--- src/rtl/cpu_sequencer.sv ---
// ---------------------------------------------------------------------------
// cpu_sequencer
//
// Multi-cycle instruction sequencer for the 8-bit RISC CPU. Every instruction
// is stepped through eight phases:
//   IADDR -> IFETCH -> ILOAD -> IDLE -> OADDR -> OFETCH -> ALU -> STORE
// A ninth state, HALT, is absorbing and is left only through reset.
// IFETCH and OFETCH each stretch to 1 + MEM_WAIT cycles for slow memory.
//
// Parameters
//   OPCODE_W  opcode width (>= 3). Bits above [2:0] must be zero for a valid
//             opcode; any nonzero upper bit decodes as HLT.
//   MEM_WAIT  extra wait cycles per memory-fetch phase, 0..15.
//   CNT_W     width of the retired-instruction counter.
//
// Ports
//   clock    in   system clock, rising edge
//   reset    in   asynchronous, active-high reset
//   load_in  in   program-load mode; parks the CPU at IADDR
//   opcode   in   opcode field from the IR
//   zero     in   accumulator-zero flag
//   sel      out  address mux select (1 = PC, 0 = IR operand)
//   rd       out  memory read strobe
//   wr       out  memory write strobe
//   ld_ir    out  instruction register load
//   ld_ac    out  accumulator load
//   ld_pc    out  program counter parallel load (jump)
//   inc_pc   out  program counter increment
//   data_e   out  accumulator drives the data bus
//   halt     out  CPU halted
//   alu_op   out  opcode captured on entry to OADDR, presented to the ALU
//   retired  out  retired-instruction count
//
// Build option
//   CPU_SEQ_RETIRE_CNT_EN  when defined, retired counts STORE -> IADDR
//                          transitions and saturates at all-ones. When
//                          undefined, retired is tied to zero and the counter
//                          does not exist.
// ---------------------------------------------------------------------------
module cpu_sequencer #(
    parameter int OPCODE_W = 3,
    parameter int MEM_WAIT = 0,
    parameter int CNT_W    = 16
) (
    input  logic                clock,
    input  logic                reset,
    input  logic                load_in,
    input  logic [OPCODE_W-1:0] opcode,
    input  logic                zero,
    output logic                sel,
    output logic                rd,
    output logic                wr,
    output logic                ld_ir,
    output logic                ld_ac,
    output logic                ld_pc,
    output logic                inc_pc,
    output logic                data_e,
    output logic                halt,
    output logic [2:0]          alu_op,
    output logic [CNT_W-1:0]    retired
);

    typedef enum logic [3:0] {
        S_IADDR  = 4'd0,
        S_IFETCH = 4'd1,
        S_ILOAD  = 4'd2,
        S_IDLE   = 4'd3,
        S_OADDR  = 4'd4,
        S_OFETCH = 4'd5,
        S_ALU    = 4'd6,
        S_STORE  = 4'd7,
        S_HALT   = 4'd8
    } state_t;

    localparam logic [2:0] OP_HLT = 3'b000;
    localparam logic [2:0] OP_SKZ = 3'b001;
    localparam logic [2:0] OP_ADD = 3'b010;
    localparam logic [2:0] OP_AND = 3'b011;
    localparam logic [2:0] OP_XOR = 3'b100;
    localparam logic [2:0] OP_LDA = 3'b101;
    localparam logic [2:0] OP_STO = 3'b110;
    localparam logic [2:0] OP_JMP = 3'b111;

    // Terminal value of the wait counter: a fetch phase ends on the cycle
    // the counter equals this value.
    localparam logic [3:0] LP_WAIT = 4'(MEM_WAIT);

    state_t     r_state;
    state_t     w_next;
    logic [3:0] r_wait;
    logic [3:0] w_wait_next;
    logic [2:0] r_alu_op;

    logic [2:0] w_op;
    logic       w_is_hlt;
    logic       w_is_skz;
    logic       w_is_jmp;
    logic       w_is_sto;
    logic       w_is_aluop;
    logic       w_wait_done;

    // Opcode decode. Any set bit above [2:0] makes the opcode invalid, and
    // an invalid opcode is treated as HLT so the CPU stops safely. The shift
    // keeps this legal for OPCODE_W == 3, where no upper bits exist.
    assign w_op       = ((opcode >> 3) != '0) ? OP_HLT : opcode[2:0];
    assign w_is_hlt   = (w_op == OP_HLT);
    assign w_is_skz   = (w_op == OP_SKZ);
    assign w_is_jmp   = (w_op == OP_JMP);
    assign w_is_sto   = (w_op == OP_STO);
    assign w_is_aluop = (w_op == OP_ADD) || (w_op == OP_AND) ||
                        (w_op == OP_XOR) || (w_op == OP_LDA);

    assign w_wait_done = (r_wait == LP_WAIT);

    // State, wait counter and ALU opcode registers.
    always_ff @(posedge clock or posedge reset) begin
        if (reset) begin
            r_state  <= S_IADDR;
            r_wait   <= 4'd0;
            r_alu_op <= 3'b000;
        end else begin
            r_state <= w_next;
            r_wait  <= w_wait_next;
            // IDLE always advances to OADDR, so this edge is the OADDR entry.
            if (r_state == S_IDLE) begin
                r_alu_op <= opcode[2:0];
            end
        end
    end

    // Next-state and Moore-style output decode.
    always_comb begin
        w_next      = r_state;
        w_wait_next = 4'd0;
        sel         = 1'b0;
        rd          = 1'b0;
        wr          = 1'b0;
        ld_ir       = 1'b0;
        ld_ac       = 1'b0;
        ld_pc       = 1'b0;
        inc_pc      = 1'b0;
        data_e      = 1'b0;
        halt        = 1'b0;

        case (r_state)
            S_IADDR: begin
                // Program-load mode parks the CPU here with every output low,
                // including sel, so the loader owns the address bus.
                if (!load_in) begin
                    sel    = 1'b1;
                    w_next = S_IFETCH;
                end
            end

            S_IFETCH: begin
                sel = 1'b1;
                rd  = 1'b1;
                if (w_wait_done) begin
                    w_next = S_ILOAD;
                end else begin
                    w_wait_next = r_wait + 4'd1;
                end
            end

            S_ILOAD: begin
                sel    = 1'b1;
                rd     = 1'b1;
                ld_ir  = 1'b1;
                w_next = S_IDLE;
            end

            S_IDLE: begin
                sel    = 1'b1;
                rd     = 1'b1;
                ld_ir  = 1'b1;
                w_next = S_OADDR;
            end

            S_OADDR: begin
                inc_pc = 1'b1;
                if (w_is_hlt) begin
                    halt   = 1'b1;
                    w_next = S_HALT;
                end else begin
                    w_next = S_OFETCH;
                end
            end

            S_OFETCH: begin
                rd = w_is_aluop;
                if (w_wait_done) begin
                    w_next = S_ALU;
                end else begin
                    w_wait_next = r_wait + 4'd1;
                end
            end

            S_ALU: begin
                rd     = w_is_aluop;
                ld_ac  = w_is_aluop;
                // Skip: a second PC increment steps over the next instruction.
                inc_pc = w_is_skz & zero;
                ld_pc  = w_is_jmp;
                data_e = w_is_sto;
                w_next = S_STORE;
            end

            S_STORE: begin
                rd     = w_is_aluop;
                ld_ac  = w_is_aluop;
                ld_pc  = w_is_jmp;
                inc_pc = w_is_jmp;
                wr     = w_is_sto;
                data_e = w_is_sto;
                // load_in is not sampled here; a pending load parks the FSM
                // at IADDR after this instruction retires.
                w_next = S_IADDR;
            end

            S_HALT: begin
                halt = 1'b1;
            end

            default: begin
                // Unreachable encodings recover to the start of a cycle.
                w_next = S_IADDR;
            end
        endcase
    end

    assign alu_op = r_alu_op;

`ifdef CPU_SEQ_RETIRE_CNT_EN
    logic [CNT_W-1:0] r_retired;

    // STORE always proceeds to IADDR, so every STORE cycle retires one
    // instruction. HLT never reaches STORE and is therefore not counted.
    always_ff @(posedge clock or posedge reset) begin
        if (reset) begin
            r_retired <= '0;
        end else if ((r_state == S_STORE) && (r_retired != '1)) begin
            r_retired <= r_retired + CNT_W'(1);
        end
    end

    assign retired = r_retired;
`else
    assign retired = '0;
`endif

endmodule

--- config.mk ---
export PLATFORM = sky130hd
export DESIGN_NAME = cpu_sequencer
export DESIGN_NICKNAME = d
export VERILOG_FILES = /design/src/rtl/cpu_sequencer.sv
export SDC_FILE = /design/constraint.sdc
export NUM_CORES = 1
export LEC_CHECK = 0
export CAP_MARGIN = 20
export CELL_PAD_IN_SITES_DETAIL_PLACEMENT = 1
export CELL_PAD_IN_SITES_GLOBAL_PLACEMENT = 2
export CORE_MARGIN = 1.5
export CORE_UTILIZATION = 21
export DETAILED_ROUTE_END_ITERATION = 8
export PLACE_DENSITY = 0.85
export SLEW_MARGIN = 15
export SYNTH_ARGS = -nofsm -noshare
export SYNTH_HDL_FRONTEND = slang
export SYNTH_SLANG_ARGS = --single-unit
--- constraint.sdc ---
create_clock -name clock -period 1.5 [get_ports clock]
set_input_delay 0.3 -clock clock [delete_from_list [all_inputs] [get_ports clock]]
set_output_delay 0.3 -clock clock [all_outputs]
set_load 0.005 [all_outputs]
==> results of run 1 <==
state kept, by name, summed over array words and instances (netlist names):
signal,cells
r_state,4
r_wait,4
alu_op,3
routing by layer:
metal  up-vias  GRT usage (%)  share of wire [%]
li1        332              -                  -
met3         2          1.232                3.9
met5         -              0                  0
met2        27          20.83                 53
met4         0          4.891                1.8
met1       348          12.54                 41
power by group:
part | switching, mW | leakage, nW | internal (mW)
combinational | 0.525 | 0.444 | 0.750
clock | 0.124 | 0.0228 | 0.187
sequential | 0.0860 | 0.139 | 0.392
total | 0.735 | 0.605 | 1.33
critical path, delay by kind of cell, from the launching register on:
family | cells | cell delay (ns)
flip-flops | 1 | 0.37
buffers and inverters | 1 | 0.13
AND/OR/NAND/NOR | 2 | 0.58
multiplexers | 1 | 0.30
final cells by class:
type / instances / area [sq um]
clock buffer: 4 / 45.04
fill: 402 / 2126
inverter: 4 / 15.01
multi-input combinational: 61 / 520.5
sequential: 11 / 277.8
tap: 46 / 57.56
timing repair buffer: 46 / 400.4
logic make-up (layout without fill, tap and decap cells):
family                   Yosys count  count (layout)  synth area share, %
multiplexers                       4               4                6.279
AND/OR/NAND/NOR                   26              26                20.93
buffers and inverters             24              54                20.61
flip-flops                        11              11                35.43
adder cells (fa/ha/maj)            2               2                3.220
XOR/XNOR                           5               5                5.637
AO/OA/AOI/OAI                      8               8                7.407
other                              1              16               0.4826
timing repair:
item	CTS	global route
pin swaps	8	5
hold buffers	0	0
buffers inserted	7	4
resized for setup	68	15
setup endpoints to repair	10	13
worst max-delay path by stage:
stage,from,end,slack [ns],cells after the start
finish,r_state[2]$_DFFE_PP0P_,halt,-0.43,4
CTS,r_state[2]$_DFFE_PP0P_,halt,-0.45,4
global placement,opcode[2],halt,-1.01,5
floorplan,r_state[2]$_DFFE_PP0P_,halt,-0.09,4
global route,r_state[2]$_DFFE_PP0P_,halt,-0.49,4
detailed placement,opcode[2],halt,-1.04,5
cell usage in the layout, fill, tap and decap left out, types with 2 or more instances in the layout:
cell type	Yosys	routed
conb_1	1	16
buf_6	1	15
buf_4	16	14
dfrtp_1	11	9
buf_2	2	8
clkdlybuf4s50_1	0	5
inv_1	4	4
mux2_2	3	3
nor2_4	0	3
clkbuf_8	0	3
dlygate4sd2_1	0	3
nand2_1	2	2
nor3_2	2	2
nand2b_1	2	2
xnor2_1	3	2
nor2_1	6	2
and2_1	3	2
nor3b_2	0	2
a211oi_2	0	2
xor2_1	2	2
ha_1	2	2
dfrtp_2	0	2
through the flow:
step	power, mW	hold WS (ns)	instance area (sq um)	utilization, %	worst slack [ns]
after global routing	2.197	0.3768	1316	38.24	-0.4907
final	2.064	0.3552	1316	38.24	-0.4316
after detailed placement	1.366	0.4917	1054	30.61	-1.042
after global placement	1.334	0.4752	1054	30.61	-1.015
after floorplan	0.9008	0.1524	833.3	-	-0.09474
after CTS	1.873	0.3693	1222	35.51	-0.4492
==> flow_summary_export.csv, run 1 <==
group,metric,value,unit
clock_tree,clock_path_buffers,2,
worst_setup_path,cp_cell_sequence,"or4b_4, mux2_4, nor3_2, buf_2",
logic_synthesis,ys_top_cells_by_count,"16 x buf_4, 11 x dfrtp_1, 6 x nor2_1",
cells_and_area,antenna_cells,0,
placed_design,placed_cells,157,
logic_synthesis,ys_seq_area_share,35.43,%
timing,worst_slack,-0.4316,ns
clock_tree,clk_pin_slew,0.06,ns
cells_and_area,layout.cells.non_filler,172,
logic_synthesis,synth_ff_type,"dfrtp_1",
placed_design,hpwl,1504,um
timing,post-route-period-util,128.8,%
die,die_area,4074,sq um
logic_synthesis,synthCells,81,
logic_synthesis,yosysTopAreaCellShare,35.43,%
logic_synthesis,yosysMostFrequentCell,"buf_4",
die,core,3442,sq um
timing,min_period,1.932,ns
route,wl_per_cell,13.76,um
die,fp.dieH,63.83,um
timing,fin_tns_setup,-1.928,ns
die,rows,21,
power,vdd_drop_max,0.0006137,V
power,powerDensity,1568,nW/um^2
worst_setup_path,cp_data_arrival_time,1.63,ns
cells_and_area,nets,136,
timing,finalSetupViolations,11,
die,die-width,63.83,um
logic_synthesis,ys_types,31,
job,maxCapViolCount,0,
clock_tree,ctsHtreeMaxLevel,1,
die,ioPinCount,35,
clock_tree,cts_tree,"built",
timing,slew_violations,0,
clock_tree,clock_latency,0.25,ns
timing,max_freq,517.7,MHz
run_status,status,"complete, but fails checks",
power,p_leak,0.6053,nW
worst_hold_path,hp-class,"in2async",
worst_setup_path,crit_type,"reg2out",
global_routing,overflow,0,
worst_setup_path,crit_slowest_cell,"or4b_4",
worst_setup_path,startpoint_type,"flip-flop",
clock_tree,cts_buffers,3,
logic_synthesis,synth_area,777.0,sq um
route,drc,0,
worst_setup_path,r2r_start,"r_state[1]$_DFFE_PP0P_",
clock_tree,root_buffer,"clkbuf_8",
global_routing,grt_pass1_wl,3491,um
die,start_util,22.57,%
cells_and_area,drive_gt1_share,52.38,%
route,route.vias.total,709,
clock_tree,cts_sinks,11,
worst_setup_path,reg2reg_to,"alu_op[1]$_DFFE_PP0P_",
global_routing,antenna_found_initial,0,
worst_setup_path,crit_required,1.20,ns
logic_synthesis,synthArstFlopShare,100.0,%
logic_synthesis,yosys_warnings,0,
logic_synthesis,synth-edff-count,0,
route,drtAntennaViolNets,0,
timing,rsz0062_at_grt,"true",
timing,fin_worst_skew,0.008427,ns
worst_setup_path,worst_setup_path_end_kind,"output pin",
timing,hold_viol,0,
worst_setup_path,reg2reg_depth,6,
route,drt_pass1_iterations,3,
route,drt-total-wl,2366,um
placed_design,gp_congestion,0.7446,
route,drtIter0Drc,2,
worst_setup_path,critPathMaxFanout,2,
logic_synthesis,synth_top_cell_by_area,"dfrtp_1",
worst_setup_path,rrSetupSlack,-0.04,ns
worst_setup_path,critical-path-max-stage-delay,0.48,ns
route,viasPerCell,4.122,
logic_synthesis,syn_avg_cell_area,9.593,sq um
global_routing,grt_pass1_vias,731,
cells_and_area,area_growth,69.40,%
global_routing,grt_usage,11.14,%
global_routing,grt_max_degree,12,
logic_synthesis,synth_seq_cells,11,
placed_design,port_buffers,18,
logic_synthesis,synth_area_leaders,"dfrtp_1 35%, buf_4 15%, mux2_2 4.3%",
run_status,violations,"setup timing",
Note: power is estimated with default switching activity, not from simulation.
==> run 2, diff against run 1 <==
Settings changed: CORE_MARGIN 1.5 to 2.
==> run 2 against run 1 <==
  * Setup slack better by 0.033 ns
  * Non-clock buffer count up 1
  * Total power up 2.9%
  * Routed wire length down 2.0%
  * Maximum frequency up 1.7%
  * Critical endpoint unchanged
  * The run still ends with setup timing left
  * Die area up 3.2%
  * First-iteration DRC count rose to 6.0 times the previous value
  * Hold slack better by 0.00075 ns
  * Core utilization down 2.4 points
  * Final cell count up 1.7%
  * Clock power about the same
==> flow_summary_export.csv, run 2 (same netlist as run 1, synthesis figures left out) <==
group,metric,value,unit
route,drt-total-wl,2319,um
global_routing,grt_pass1_wl,3477,um
die,fp.dieH,64.83,um
die,ioPinCount,35,
die,core,3606,sq um
route,dr_wl_met3,93,um
cells_and_area,fin_util,35.88,%
timing,fin_tns_setup,-2.062,ns
run_status,status,"complete, but fails checks",
clock_tree,ctsHtreeMaxLevel,1,
timing,slew_violations,0,
die,rows,22,
global_routing,antenna_found_initial,0,
cells_and_area,layout_commonest_cell,"buf_4",
global_routing,overflow,0,
clock_tree,root_buffer,"clkbuf_8",
worst_setup_path,critical-path-max-stage-delay,0.48,ns
placed_design,placed_cells,159,
timing,fin_hold_ws,0.3559,ns
clock_tree,clock_path_buffers,2,
cells_and_area,layout.cells.non_filler,175,
power,switching_share,34.77,%
cells_and_area,design_area,1294,sq um
route,dr.max_layer_used,"met4",
run_status,violations,"setup timing",
timing,rsz0062_at_grt,"true",
worst_setup_path,cp_data_arrival_time,1.60,ns
power,p_sw,0.7385,mW
cells_and_area,fillers,437,
timing,hold_viol,0,
job,maxCapViolCount,0,
timing,fin_worst_skew,0.005293,ns
power,p_clk_share,14.6,%
worst_setup_path,cp-startpoint,"r_state[2]$_DFFE_PP0P_",
worst_setup_path,cp_cell_sequence,"or4b_4, mux2_4, nor3_2, buf_2",
route,wl_per_cell,13.25,um
cells_and_area,antenna_cells,0,
clock_tree,cts_tree,"built",
global_routing,grt_usage,10.96,%
clock_tree,cts_buffers,3,
power,vdd_drop_max,0.0009568,V
route,drt_pass1_iterations,2,
worst_setup_path,startpoint_type,"flip-flop",
route,drtIter0Drc,12,
die,die_area,4202,sq um
worst_setup_path,crit_slowest_cell,"or4b_4",
cells_and_area,regArea,277.8,sq um
route,drtAntennaViolNets,0,
timing,min_period,1.899,ns
worst_setup_path,crit_required,1.20,ns
die,die-width,64.83,um
route,viasPerCell,4.046,
power,combPwrFrac,63.0,%
timing,post-route-period-util,126.6,%
worst_setup_path,crit_type,"reg2out",
placed_design,hpwl,1552,um
route,drc,0,
clock_tree,cts_hold_buf,0,
worst_setup_path,r2r_start,"r_state[2]$_DFFE_PP0P_",
route,route.vias.total,708,
global_routing,grt_pass1_vias,724,
clock_tree,clk_pin_slew,0.06,ns
cells_and_area,layout_common_cells,"18 x buf_4, 16 x conb_1, 11 x buf_6",
clock_tree,clock_latency,0.24,ns
global_routing,grt_max_degree,12,
placed_design,placed_area,1056,sq um
cells_and_area,drive_gt1_share,51.18,%
worst_hold_path,hp-class,"in2async",
power,p_leak,0.6038,nW
route,met1_length,952,um
die,start_util,21.55,%
timing,max_freq,526.6,MHz
worst_setup_path,worst_setup_path_end_kind,"output pin",
placed_design,port_buffers,18,
placed_design,gp_congestion,0.8202,
cells_and_area,nets,137,
worst_setup_path,critPathMaxFanout,2,
cells_and_area,multi_input_area,505.5,sq um
power,seq_power_share,22.5,%
timing,worst_slack,-0.3989,ns
power,internal_power,1.385,mW
power,powerDensity,1642,nW/um^2
cells_and_area,area_growth,66.51,%
timing,finalSetupViolations,10,
clock_tree,cts_sinks,11,
route,wl_met2,1225,um
## run 2: metal layers
metal / vias to the layer above / track usage (%)
li1: 331 / -
met1: 352 / 12.39
met2: 21 / 19.20
met3: 4 / 2.431
met4: 0 / 5.585
met5: - / 0
## run 2: what timing repair did
action	in CTS	in global routing
pin swaps	5	2
buffers inserted	8	6
resized for setup	67	16
endpoints found under the setup margin	11	13
## run 2: worst paths after layout
kind	cells after the start	to	slack (ns)
min in group clock	3	alu_op[0]$_DFFE_PP0P_	0.48
worst max register to register	5	r_state[3]$_DFFE_PP0P_	-0.05
max in group asynchronous	2	r_state[1]$_DFFE_PP0P_	0.81
worst min register to register	1	r_wait[0]$_DFF_PP0_	0.48
worst min-delay path	2	alu_op[0]$_DFFE_PP0P_	0.36
worst max-delay path	4	halt	-0.40
## run 2: final cells by class
| type | instances | area share, % |
|---|---|---|
| Multi-Input combinational cell | 61 | 39.07 |
| Timing Repair Buffer | 47 | 30.17 |
| Sequential cell | 11 | 21.47 |
| Tap cell | 48 | 4.642 |
| Clock buffer | 4 | 3.482 |
| Inverter | 4 | 1.161 |
## run 2: power by group through the flow
stage	clock network, mW	logic [mW]	registers, mW
5_1_grt	0.328	1.43	0.488
3_3_place_gp	0	0.880	0.461
2_1_floorplan	0	0.478	0.423
3_5_place_dp	0	0.911	0.459
6_report	0.309	1.34	0.478
4_1_cts	0.314	1.12	0.468
## run 2: critical path, delay by kind of cell, from the launching register on
kind	cells	cell delay, ns
muxes	1	0.30
and+or+nand+nor	2	0.58
buffers and inverters	1	0.13
DFF	1	0.36
## run 2: metrics by stage
step	worst slack (ns)	power, mW
5_1_grt	-0.4299	2.245
3_5_place_dp	-1.017	1.370
6_report	-0.3989	2.124
2_1_floorplan	-0.09474	0.9008
3_3_place_gp	-1.011	1.342
4_1_cts	-0.4063	1.898
